==> src/rtl/vm_pkg.sv <==
// Shared vending-machine definitions: one-hot coin encodings, coin values,
// change-dispenser state encoding and a coin-to-cents helper.
package vm_pkg;

  localparam logic [2:0] COIN_Q    = 3'b100;
  localparam logic [2:0] COIN_D    = 3'b010;
  localparam logic [2:0] COIN_N    = 3'b001;
  localparam logic [2:0] COIN_NONE = 3'b000;

  localparam int Q_CENTS = 25;
  localparam int D_CENTS = 10;
  localparam int N_CENTS = 5;

  typedef enum logic [1:0] {
    S_IDLE     = 2'd0,
    S_DISPENSE = 2'd1,
    S_DONE     = 2'd2,
    S_ERROR    = 2'd3
  } disp_state_t;

  function automatic int coin_value(input logic [2:0] c);
    case (c)
      COIN_Q:  return Q_CENTS;
      COIN_D:  return D_CENTS;
      COIN_N:  return N_CENTS;
      default: return 0;
    endcase
  endfunction

endpackage

==> src/rtl/change_dispenser_coin_select.sv <==
// Greedy coin picker: largest coin not exceeding the amount still owed.
// Purely combinational; yields a nickel for anything below a dime.
module coin_select
  import vm_pkg::*;
#(
  parameter int AMT_W = 8,
  parameter int Q_VAL = Q_CENTS,
  parameter int D_VAL = D_CENTS,
  parameter int N_VAL = N_CENTS
) (
  input  logic [AMT_W-1:0] i_remaining,
  output logic [2:0]       o_coin,
  output logic [AMT_W-1:0] o_value
);

  localparam logic [AMT_W-1:0] L_Q = AMT_W'(Q_VAL);
  localparam logic [AMT_W-1:0] L_D = AMT_W'(D_VAL);
  localparam logic [AMT_W-1:0] L_N = AMT_W'(N_VAL);

  always_comb begin
    o_coin  = COIN_N;
    o_value = L_N;
    if (i_remaining >= L_Q) begin
      o_coin  = COIN_Q;
      o_value = L_Q;
    end else if (i_remaining >= L_D) begin
      o_coin  = COIN_D;
      o_value = L_D;
    end
  end

endmodule

==> src/rtl/change_dispenser.sv <==
// Change dispenser: returns an amount in cents as a greedy Q/D/N coin stream,
// one coin per valid/ack handshake. Optional per-coin counters: DISP_COUNT_EN.
module change_dispenser
  import vm_pkg::*;
#(
  parameter int AMT_W = 8,
  parameter int Q_VAL = Q_CENTS,
  parameter int D_VAL = D_CENTS,
  parameter int N_VAL = N_CENTS
) (
  input  logic             clock,
  input  logic             reset,
  input  logic             start,
  input  logic [AMT_W-1:0] amount,
  input  logic             coin_ack,
  output logic [2:0]       coin,
  output logic             coin_valid,
  output logic             busy,
  output logic             done,
  output logic             err,
  output logic [AMT_W-1:0] remaining
`ifdef DISP_COUNT_EN
  ,
  output logic [3:0]       cnt_q,
  output logic [3:0]       cnt_d,
  output logic [3:0]       cnt_n
`endif
);

  // Handshake: a coin transfers on a rising edge where coin_valid & coin_ack;
  // coin and remaining hold while coin_valid is high and coin_ack is low.
  localparam logic [AMT_W-1:0] L_N = AMT_W'(N_VAL);

  disp_state_t      r_state, w_state_nxt;
  logic [AMT_W-1:0] r_remaining, w_rem_nxt;
  logic [AMT_W-1:0] r_coin_val, w_val_nxt, w_sel_val;
  logic [2:0]       r_coin, w_coin_nxt, w_sel_coin;
  logic             r_coin_valid, w_valid_nxt;
  logic             r_done, r_err;
  logic             w_fire, w_amt_ok;

  assign w_fire   = r_coin_valid & coin_ack;
  assign w_amt_ok = ((amount % L_N) == '0);

  // State and registered outputs
  always_ff @(posedge clock or posedge reset) begin
    if (reset) begin
      r_state      <= S_IDLE;
      r_remaining  <= '0;
      r_coin       <= COIN_NONE;
      r_coin_val   <= '0;
      r_coin_valid <= 1'b0;
      r_done       <= 1'b0;
      r_err        <= 1'b0;
    end else begin
      r_state      <= w_state_nxt;
      r_remaining  <= w_rem_nxt;
      r_coin       <= w_coin_nxt;
      r_coin_val   <= w_val_nxt;
      r_coin_valid <= w_valid_nxt;
      r_done       <= (w_state_nxt == S_DONE);
      r_err        <= (w_state_nxt == S_ERROR);
    end
  end

  always_comb begin
    w_state_nxt = r_state;
    w_rem_nxt   = r_remaining;
    case (r_state)
      S_IDLE: begin
        if (start) begin
          if (!w_amt_ok) begin
            w_state_nxt = S_ERROR;
          end else begin
            w_rem_nxt   = amount;
            w_state_nxt = (amount == '0) ? S_DONE : S_DISPENSE;
          end
        end
      end
      S_DISPENSE: begin
        if (w_fire) begin
          w_rem_nxt = r_remaining - r_coin_val;
          if (w_rem_nxt == '0) w_state_nxt = S_DONE;
        end
      end
      S_DONE:  w_state_nxt = S_IDLE;
      S_ERROR: w_state_nxt = S_IDLE;
      default: w_state_nxt = S_IDLE;
    endcase
  end

  // The coin for next cycle is picked from next cycle's remaining, so the
  // first coin appears one cycle after start and acks can stream back-to-back.
  coin_select #(
    .AMT_W(AMT_W),
    .Q_VAL(Q_VAL),
    .D_VAL(D_VAL),
    .N_VAL(N_VAL)
  ) u_coin_select (
    .i_remaining(w_rem_nxt),
    .o_coin     (w_sel_coin),
    .o_value    (w_sel_val)
  );

  always_comb begin
    w_valid_nxt = (w_state_nxt == S_DISPENSE);
    w_coin_nxt  = COIN_NONE;
    w_val_nxt   = '0;
    if (w_valid_nxt) begin
      w_coin_nxt = w_sel_coin;
      w_val_nxt  = w_sel_val;
    end
  end

  assign coin       = r_coin;
  assign coin_valid = r_coin_valid;
  assign busy       = (r_state != S_IDLE);
  assign done       = r_done;
  assign err        = r_err;
  assign remaining  = r_remaining;

`ifdef DISP_COUNT_EN
  logic [3:0] r_cnt_q, r_cnt_d, r_cnt_n;

  always_ff @(posedge clock or posedge reset) begin
    if (reset) begin
      r_cnt_q <= '0;
      r_cnt_d <= '0;
      r_cnt_n <= '0;
    end else if (r_state == S_IDLE && start && w_amt_ok) begin
      r_cnt_q <= '0;
      r_cnt_d <= '0;
      r_cnt_n <= '0;
    end else if (w_fire) begin
      if (r_coin == COIN_Q) r_cnt_q <= r_cnt_q + 4'd1;
      if (r_coin == COIN_D) r_cnt_d <= r_cnt_d + 4'd1;
      if (r_coin == COIN_N) r_cnt_n <= r_cnt_n + 4'd1;
    end
  end

  assign cnt_q = r_cnt_q;
  assign cnt_d = r_cnt_d;
  assign cnt_n = r_cnt_n;
`endif

endmodule

==> config.mk <==
export PLATFORM = sky130hd
export DESIGN_NAME = change_dispenser
export DESIGN_NICKNAME = d
export VERILOG_FILES = /design/src/rtl/vm_pkg.sv /design/src/rtl/change_dispenser_coin_select.sv /design/src/rtl/change_dispenser.sv
export SDC_FILE = /design/constraint.sdc
export NUM_CORES = 1
export LEC_CHECK = 0
export BUFFER_PORTS_ARGS = -buffer_cell sky130_fd_sc_hd__buf_4
export CAP_MARGIN = 10
export CORE_MARGIN = 1.5
export CORE_UTILIZATION = 30
export CTS_CLUSTER_SIZE = 30
export DETAILED_ROUTE_END_ITERATION = 16
export PLACE_DENSITY = 0.56
export REMOVE_ABC_BUFFERS = 1
export SLEW_MARGIN = 5
export SYNTH_ARGS = -nofsm -noshare
export SYNTH_HDL_FRONTEND = slang
export SYNTH_HIERARCHICAL = 1
export SYNTH_SLANG_ARGS = --single-unit
==> constraint.sdc <==
create_clock -name clock -period 3.7 [get_ports clock]
set_input_delay 0.555 -clock clock [delete_from_list [all_inputs] [get_ports clock]]
set_output_delay 0.555 -clock clock [all_outputs]
set_load 0.005 [all_outputs]
Yosys cells after proc, flatten, opt, wreduce, memory -nomap -nowiden

Cells that the tools add are included.

Bits of input ports: 12
Flip-flop bits (word level): 24
Output and inout bits: 15
Logic and storage cells: 40

$lt $le $gt $ge: 2
Reduce and logical (&&, ||, !) cells: 6
Div/mod/pow operators: 1
Bitwise operators: 1
$add $sub $neg: 1
Mux-type cells: 16
Equal/unequal tests: 6

Operator list:

| operator                                            | number |
|---|---|
| two-way mux 8 bit                                   | 5 |
| logical NOT 8 bit                                   | 3 |
| case mux 8 bit (2 select lines)                     | 1 |
| two-way mux 2 bit                                   | 6 |
| == test 2 bit, second input constant                | 4 |
| >= comparator 8 x 4 -> 1 bit, second input constant | 1 |
| >= comparator 8 x 5 -> 1 bit, second input constant | 1 |
| modulo 8 x 3 -> 8 bit, second input constant        | 1 |
| subtractor 8 bit                                    | 1 |
| two-way mux 3 bit                                   | 2 |
| case mux 2 bit (3 select lines)                     | 1 |
| == test 2 x 1 -> 1 bit, second input constant       | 2 |
| two-way mux 4 bit                                   | 1 |
| logical NOT 2 bit                                   | 1 |
| nonzero test 2 bit                                  | 1 |
| OR reduction 2 bit                                  | 1 |
| AND 1 bit                                           | 1 |

Longest topological paths before layout

Gate-level depths: netlist of the first run.

Depth in word-level cells: 9
Depth in mapped cells: 19
Mapped depth without buffers: 15

By module

The synthesis of the first run kept the hierarchy.

By module, submodules not included:

| module           | cells each | times used | seq. area each (um^2) | area an instance (um^2) |
|---|---|---|---|---|
| change_dispenser | 263        | 1          | 600.6                 | 2223.4 |
| coin_select      | 15         | 1          | 0.0                   | 126.4 |

Worst setup path before layout of the first run

Ideal clock, no wire load.

Kind: input-to-reg
Start: in amount[3]
End: reg r_coin_val[3]
Path buffers: 2
Data arrival time: 3.739 ns
Data required time: 3.563 ns
Path slack: -0.176 ns
Stages on the path: 17
Library setup time: 0.137 ns
Cells stage by stage: buf_2 > buf_2 > nor3_1 > o21ai_0 > o21ai_0 > or2_2 > and2_1 > ha_1 > inv_1 > o221a_1 > o211ai_1 > a211oi_2 > o211ai_1 > o221a_1 > nor3_4 > or3b_1 > a21boi_1

Cells in the longest elaborated chain, start to end: 9
Elaborated cells between the ends (all ways): 16
Classes of those cells: div: 1; order compare: 2; eq/ne: 1; mux: 10; reduce/logical: 2

Ends and longest elaborated chain:

| item                                | line                               | source |
|---|---|---|
| start: declaration                  | change_dispenser.sv:14             | `input logic [AMT_W-1:0] amount,` |
| modulo 8 x 3 -> 8 bit (*)           | change_dispenser.sv:43             | `assign w_amt_ok = ((amount % L_N) == '0);` |
| logical NOT 8 bit (*)               | change_dispenser.sv:43             |  |
| two-way mux 8 bit (*)               | change_dispenser.sv:72             | `if (!w_amt_ok) begin` |
| two-way mux 8 bit (*)               | change_dispenser.sv:71             | `if (start) begin` |
| case mux 8 bit (2 select lines) (*) | change_dispenser.sv:69             | `case (r_state)` |
| named net w_rem_nxt[7]              | change_dispenser.sv:35             | `logic [AMT_W-1:0] r_remaining, w_rem_nxt;` |
| >= comparator 8 x 4 -> 1 bit        | change_dispenser_coin_select.sv:26 | `end else if (i_remaining >= L_D) begin` |
| two-way mux 4 bit                   | change_dispenser_coin_select.sv:26 |  |
| two-way mux 8 bit (*)               | change_dispenser_coin_select.sv:23 | `if (i_remaining >= L_Q) begin` |
| named net w_sel_val[3]              | change_dispenser.sv:36             | `logic [AMT_W-1:0] r_coin_val, w_val_nxt, w_sel_val;` |
| two-way mux 8 bit (*)               | change_dispenser.sv:109            | `if (w_valid_nxt) begin` |
| named net w_val_nxt[3]              | change_dispenser.sv:36             |  |
| end signal: assignment              | change_dispenser.sv:59             | `r_coin_val <= w_val_nxt;` |
| end: declaration                    | change_dispenser.sv:36             |  |

The timed path passes the listed nets; every way through them passes the cells marked *.

Worst setup path after layout of the first run

Start: in amount[4]
End: reg r_coin_val[3]

The elaborated chain is that of the path after synthesis.

==> results.yml, run 1 <==
clock_network:
  clk_path_buf_depth: 2
  cts_sinks: 24
  cts-root-buf: "clkbuf_8"
  worstSkewPairLatency_ns: 0.27
  cts_buffers: 3
  clk_pin_slew_ns: 0.09
  htreeDepth: 1
  cts_tree: "done"
  hold_buffers: 0
routing:
  wl_per_cell_um: 14.8
  vias: 2323
  drt_iter0_markers: 65
  final_antenna_net_count: 0
  routed_wl_um: 6580
  drc: 0
  via_per_inst: 5.22
  drtPass1Iterations: 4
synthesis:
  yosys_register_bits: 24
  ys_seq_area_share_pct: 25.6
  async_flop_share_pct: 100
  syn_inst: 278
  synth.distinct_cells: 64
  synth_edf_count: 0
  yosysWarningCount: 6
  syn_area_per_cell_um2: 8.45
  synth_ff_type: "dfrtp_1"
  syn_area_mm2: 0.00235
critical_path:
  crit_type: "input pin to flop"
  startpoint_type: "input pin"
  critical_path_arrival_ns: 3.82
  r2r-start: "remaining[0]$_DFF_PP0_"
  startpoint: "amount[4]"
  end_kind: "flop"
  cp_max_fo: 6
  required_ns: 3.84
global_route:
  grt_max_degree: 25
  grtUsageTotal_pct: 15.1
  overflow: 0
  grt_pass1_wl_um: 10400
  grt_pass1_vias: 2274
  grt_antenna_before_repair: 0
timing:
  period_needed_ns: 3.67
  finalHoldViolations: 0
  tightestPinTransition_ns: 0.921
  rsz0062_at_grt: "true"
  drv_slew: 0
  clock_skew_ns: 0.00472
  max_clock_freq_mhz: 272
  setup_tns_ns: 0
  finalSetupViolCount: 0
  fin_crit_sh_pct: 99.2
  maxSlewHeadroom_pct: 38.5
layout:
  layout_commonest_cell: "buf_4"
  multi_input_area_mm2: 0.00169
  final_cells: 445
  final_cell_mix: "buf_4, dfrtp_1, nand2_1, inv_1, nor2_1"
  drive_above_1_share_pct: 33.8
  regArea_um2: 601
  fin_nets: 366
  n_antenna_cell: 0
  area_growth_pct: 37.2
  nFillCells: 786
floorplanning:
  die_width_um: 91.5
  num_rows: 32
  die-height_um: 91.5
  initial_core_util_pct: 30.7
  boundaryPins: 27
  dieArea_mm2: 0.00837
  fp.coreArea_mm2: 0.00765
place:
  gp_congestion: 0.893
  dp_cells: 437
  port_buffers: 26
  hpwl_um: 4980
pwr:
  pwr_density_cell_mw_per_mm2: 697
  ir_drop_v: 0.000485
  p_leak_nw: 1.41
run_status:
  status: "complete, no violations"
hold_path:
  hp-class: "input pin to async pin"
flow_run:
  cap_violations: 0
[stage by stage]
| stage | util (%) | total power, mW | hold WS (ns) | setup slack (ns) | cell area, um2 |
|---|---|---|---|---|---|
| 4_1_cts | 39.3 | 2.07 | 0.521 | 0.00875 | 3010 |
| 6_report | 42.1 | 2.25 | 0.487 | 0.0279 | 3220 |
| 3_5_place_dp | 38.6 | 1.88 | 0.707 | -0.291 | 2950 |
| 2_1_floorplan | - | 1.36 | 0.570 | -0.0805 | 2220 |
| 5_1_grt | 42.1 | 2.42 | 0.587 | -0.127 | 3220 |
| 3_3_place_gp | 38.6 | 1.86 | 0.710 | -0.270 | 2950 |
[worst max-delay path: stages]
cell      delay [ns]
buf_8           0.10
or3b_4          0.40
o22ai_2         0.17
a21oi_2         0.04
o22a_1          0.19
and2_4          0.18
ha_4            0.16
inv_2           0.05
o221a_1         0.20
o211ai_1        0.12
a211oi_2        0.31
o211a_1         0.31
buf_12          0.16
o221ai_4        0.12
o21a_1          0.26
or3b_1          0.34
a21boi_1        0.13
[registers in the layout, summed over array words and instances, names as in the netlist]
name        count
coin_valid      1
coin            3
err             1
r_coin_val      8
r_state         2
remaining       8
done            1
[cells by family after synthesis]
logic type / synth area share [%]
fa+ha+maj: 5.64
buf+inv: 9.16
simple gates: 20.7
compound gates: 32.8
other cells: 0.160
mux: 0.905
flops: 25.6
xor+xnor: 5.06
[cells in the mapped netlist, drive strengths merged, types with 2 or more instances]
master	instances	area, um2
dfrtp	24	601
inv	20	75.1
nand2	20	75.1
buf	19	118
nor2	17	63.8
o21ai	17	85.1
a21boi	11	82.6
a21oi	11	55.1
ha	9	113
a22oi	7	52.6
nand2b	7	43.8
xnor2	7	61.3
nor3b	6	45.0
o211ai	6	45.0
o221ai	6	70.1
clkbuf	5	18.8
nor2b	5	31.3
a31oi	4	25.0
nor3	4	31.3
o211a	4	40.0
o22ai	4	25.0
o311ai	4	57.6
or2	4	25.0
or3b	4	35.0
xor2	4	35.0
a22o	3	26.3
and3b	3	26.3
nand3b	3	22.5
o2111ai	3	26.3
o21a	3	22.5
o221a	3	33.8
a211oi	2	20.0
a21o	2	15.0
and3	2	12.5
nand4	2	12.5
nor4b	2	17.5
o21bai	2	15.0
[power breakdown]
group          internal [mW]  leakage (nW)  switching [mW]
clock network         0.0951        0.0288          0.0875
logic                  0.807          1.08           0.766
registers              0.372         0.304           0.119
total                   1.27          1.41           0.972
[worst paths after layout]
check	to	slack [ns]	cells past startpoint
worst max register to register	r_coin_val[3]$_DFF_PP0_	0.39	15
worst max-delay path	r_coin_val[3]$_DFF_PP0_	0.03	17
max in group asynchronous	r_coin_val[5]$_DFF_PP0_	2.66	2
worst min register to register	r_state[0]$_DFF_PP0_	0.73	1
min in group clock	err$_DFF_PP0_	0.61	3
worst min-delay path	remaining[6]$_DFF_PP0_	0.49	2
[timing repair]
action / CTS / global route
endpoints found under the setup margin: 4 / 8
gates resized for setup: 0 / 33
pin swaps: 3 / 13
setup buffers: 0 / 3
cloned: 0 / 1
[layer usage]
metal  up-vias  share of wire, %  routed length [um]  track usage, %
li1       1152                 -                   -               -
met1      1117                46                3000            19.4
met2        41                50                3260            26.4
met3        13               3.0                 199            1.51
met4         0               1.8                 119            4.69
met5         -                 0                   0               0
[area by class of cell]
type | instances | area share (%)
Timing Repair Buffer | 83 | 21.0
Inverter | 21 | 2.45
Tap cell | 102 | 3.96
Clock buffer | 4 | 1.71
Sequential cell | 24 | 18.6
Multi-Input combinational cell | 211 | 52.3
Power figures use the tool's default switching activity.
==> run 2, diff against run 1 <==
- PLACE_DENSITY: 0.56 -> 0.57
- clock period: 3.7 -> 3 ns (I/O delays scaled with it)
==> run 2 against run 1 <==
Effect of this change: the flow now finishes with violations (negative setup slack); combinational power rose by 44%; clock power grew 3%; cell count rose by 5.6%; utilization increased by 3.8 points; sequential share of layout area down 1.5 points; design area increased by 9.0%.
==> results.yml, run 2 (same netlist as run 1, synthesis figures left out) <==
run_status:
  status: "finished with violations"
  violations: "negative setup slack"
timing:
  finalSetupViolCount: 11
  maxSlewHeadroom_pct: 37.6
  setup_tns_ns: -3.59
  finalHoldViolations: 0
  fin_crit_sh_pct: 115
  drv_slew: 0
  rsz0062_at_grt: "true"
  period_needed_ns: 3.45
  max_clock_freq_mhz: 290
  clock_skew_ns: 0.00463
  setup_ws_ns: -0.451
  tightestPinTransition_ns: 0.935
floorplanning:
  num_rows: 32
  boundaryPins: 27
  initial_core_util_pct: 30.7
  die_width_um: 91.5
  fp.coreArea_mm2: 0.00765
  dieArea_mm2: 0.00837
  die-height_um: 91.5
clock_network:
  cts_sinks: 24
  worstSkewPairLatency_ns: 0.26
  cts_tree: "done"
  cts_buffers: 3
  clk_pin_slew_ns: 0.08
  htreeDepth: 1
  clk_path_buf_depth: 2
  hold_buffers: 0
  cts-root-buf: "clkbuf_8"
routing:
  routed_wl_um: 7030
  via_per_inst: 5.04
  wl_per_cell_um: 15.0
  vias: 2371
  drt_iter0_markers: 49
  drtPass1Iterations: 4
  drc: 0
  final_antenna_net_count: 0
place:
  dp_cells: 453
  gp_congestion: 0.960
  port_buffers: 26
  hpwl_um: 5270
  placed_cell_area_mm2: 0.00307
critical_path:
  required_ns: 3.14
  cp.buffers_inverters: 2
  r2r-start: "remaining[0]$_DFF_PP0_"
  setup.worst_path.end: "r_coin_val[3]$_DFF_PP0_"
  max_stage_delay_ns: 0.41
  r2r_end: "r_coin_val[3]$_DFF_PP0_"
  end_kind: "flop"
  crit_path_cell_trace: "buf_12 > or3b_4 > o22ai_4 > a21oi_2 > o22a_1 > and2_4 > ha_4 > inv_2 > o221a_1 > o211ai_1 > a211oi_2 > o211a_4 > o221ai_4 > o21a_1 > or3b_1 > a21boi_1"
  cp_max_fo: 8
  startpoint_type: "input pin"
  cp_top_family: "compound AO/OA/AOI/OAI gates"
  r2r_cells: 15
  crit_type: "input pin to flop"
  rrSetupSlack_ns: -0.34
  critical_path_arrival_ns: 3.59
  cp_slowest_cell: "or3b_4"
  cp_num_cells: 16
  startpoint: "amount[4]"
pwr:
  power.total_mw: 3.03
  ir_drop_v: 0.000562
  p_leak_nw: 1.54
  pwr_density_cell_mw_per_mm2: 864
hold_path:
  hp-class: "input pin to async pin"
layout:
  n_antenna_cell: 0
  drive_above_1_share_pct: 41.6
  final_cells: 470
  area_growth_pct: 49.5
  layout_commonest_cell: "buf_4"
  final_cell_mix: "buf_4, dfrtp_1, inv_1, nand2_1, nor2_1"
  fin_nets: 392
  final_area_mm2: 0.00351
global_route:
  grt_max_degree: 25
  overflow: 0
  grt_pass1_wl_um: 11300
  grt_pass1_vias: 2432
  grt_antenna_before_repair: 0
  grtUsageTotal_pct: 16.6
flow_run:
  cap_violations: 0
## run 2: changes by cell type in the layout (fill, tap and decap cells not counted), sizes merged
cell and change:
clkbuf -2, buf +27
## run 2: cell type report
| type | instances | area, um2 |
|---|---|---|
| timing repair buffer | 109 | 873 |
| tap | 102 | 128 |
| clock buffer | 3 | 41.3 |
| inverter | 21 | 78.8 |
| sequential | 24 | 601 |
| fill | 753 | 4130 |
| multi-input combinational | 211 | 1790 |
## run 2: routing by layer
layer  routed length (um)  vias up  track usage, %  share of wire, %
met4                   78        0            4.17               1.1
met2                 3550       36            28.6                51
met3                  186        8            1.34               2.6
met1                 3210     1128            22.3                46
li1                     -     1199               -                 -
met5                    0        -               0                 0
## run 2: worst min-delay path by stage
stage	slack (ns)	startpoint	cells after the start	to
after floorplan	0.46	reset	1	coin[0]$_DFF_PP0_
after global placement	0.69	reset	2	r_coin_val[5]$_DFF_PP0_
after detailed placement	0.70	reset	2	remaining[5]$_DFF_PP0_
after CTS	0.41	reset	2	remaining[5]$_DFF_PP0_
after global routing	0.48	reset	2	remaining[5]$_DFF_PP0_
final	0.39	reset	2	coin_valid$_DFF_PP0_
## run 2: worst register-to-register path: cells and delay by family, from the launching register on
family          cells  cell delay [ns]
fa+ha+maj           2             0.54
compound gates      8             1.37
xor+xnor            1             0.20
flops               1             0.39
buf+inv             2             0.11
simple gates        2             0.60
## run 2: repair_timing
item,CTS,global route
gates resized for setup,34,26
setup buffers,8,8
endpoints found under the setup margin,16,13
pin swaps,17,10
## run 2: power breakdown
group	switching (mW)	total, mW	internal [mW]
Sequential	0.121	0.580	0.459
Combinational	1.06	2.26	1.20
Clock	0.0990	0.189	0.0897
Total	1.28	3.03	1.75
## run 2: per-stage QoR
step | hold WS [ns] | setup slack, ns | util, %
6_report | 0.391 | -0.451 | 45.9
5_1_grt | 0.480 | -0.610 | 45.9
2_1_floorplan | 0.465 | -0.676 | -
4_1_cts | 0.412 | -0.346 | 43.4
3_3_place_gp | 0.687 | -0.925 | 40.2
3_5_place_dp | 0.702 | -0.988 | 40.2
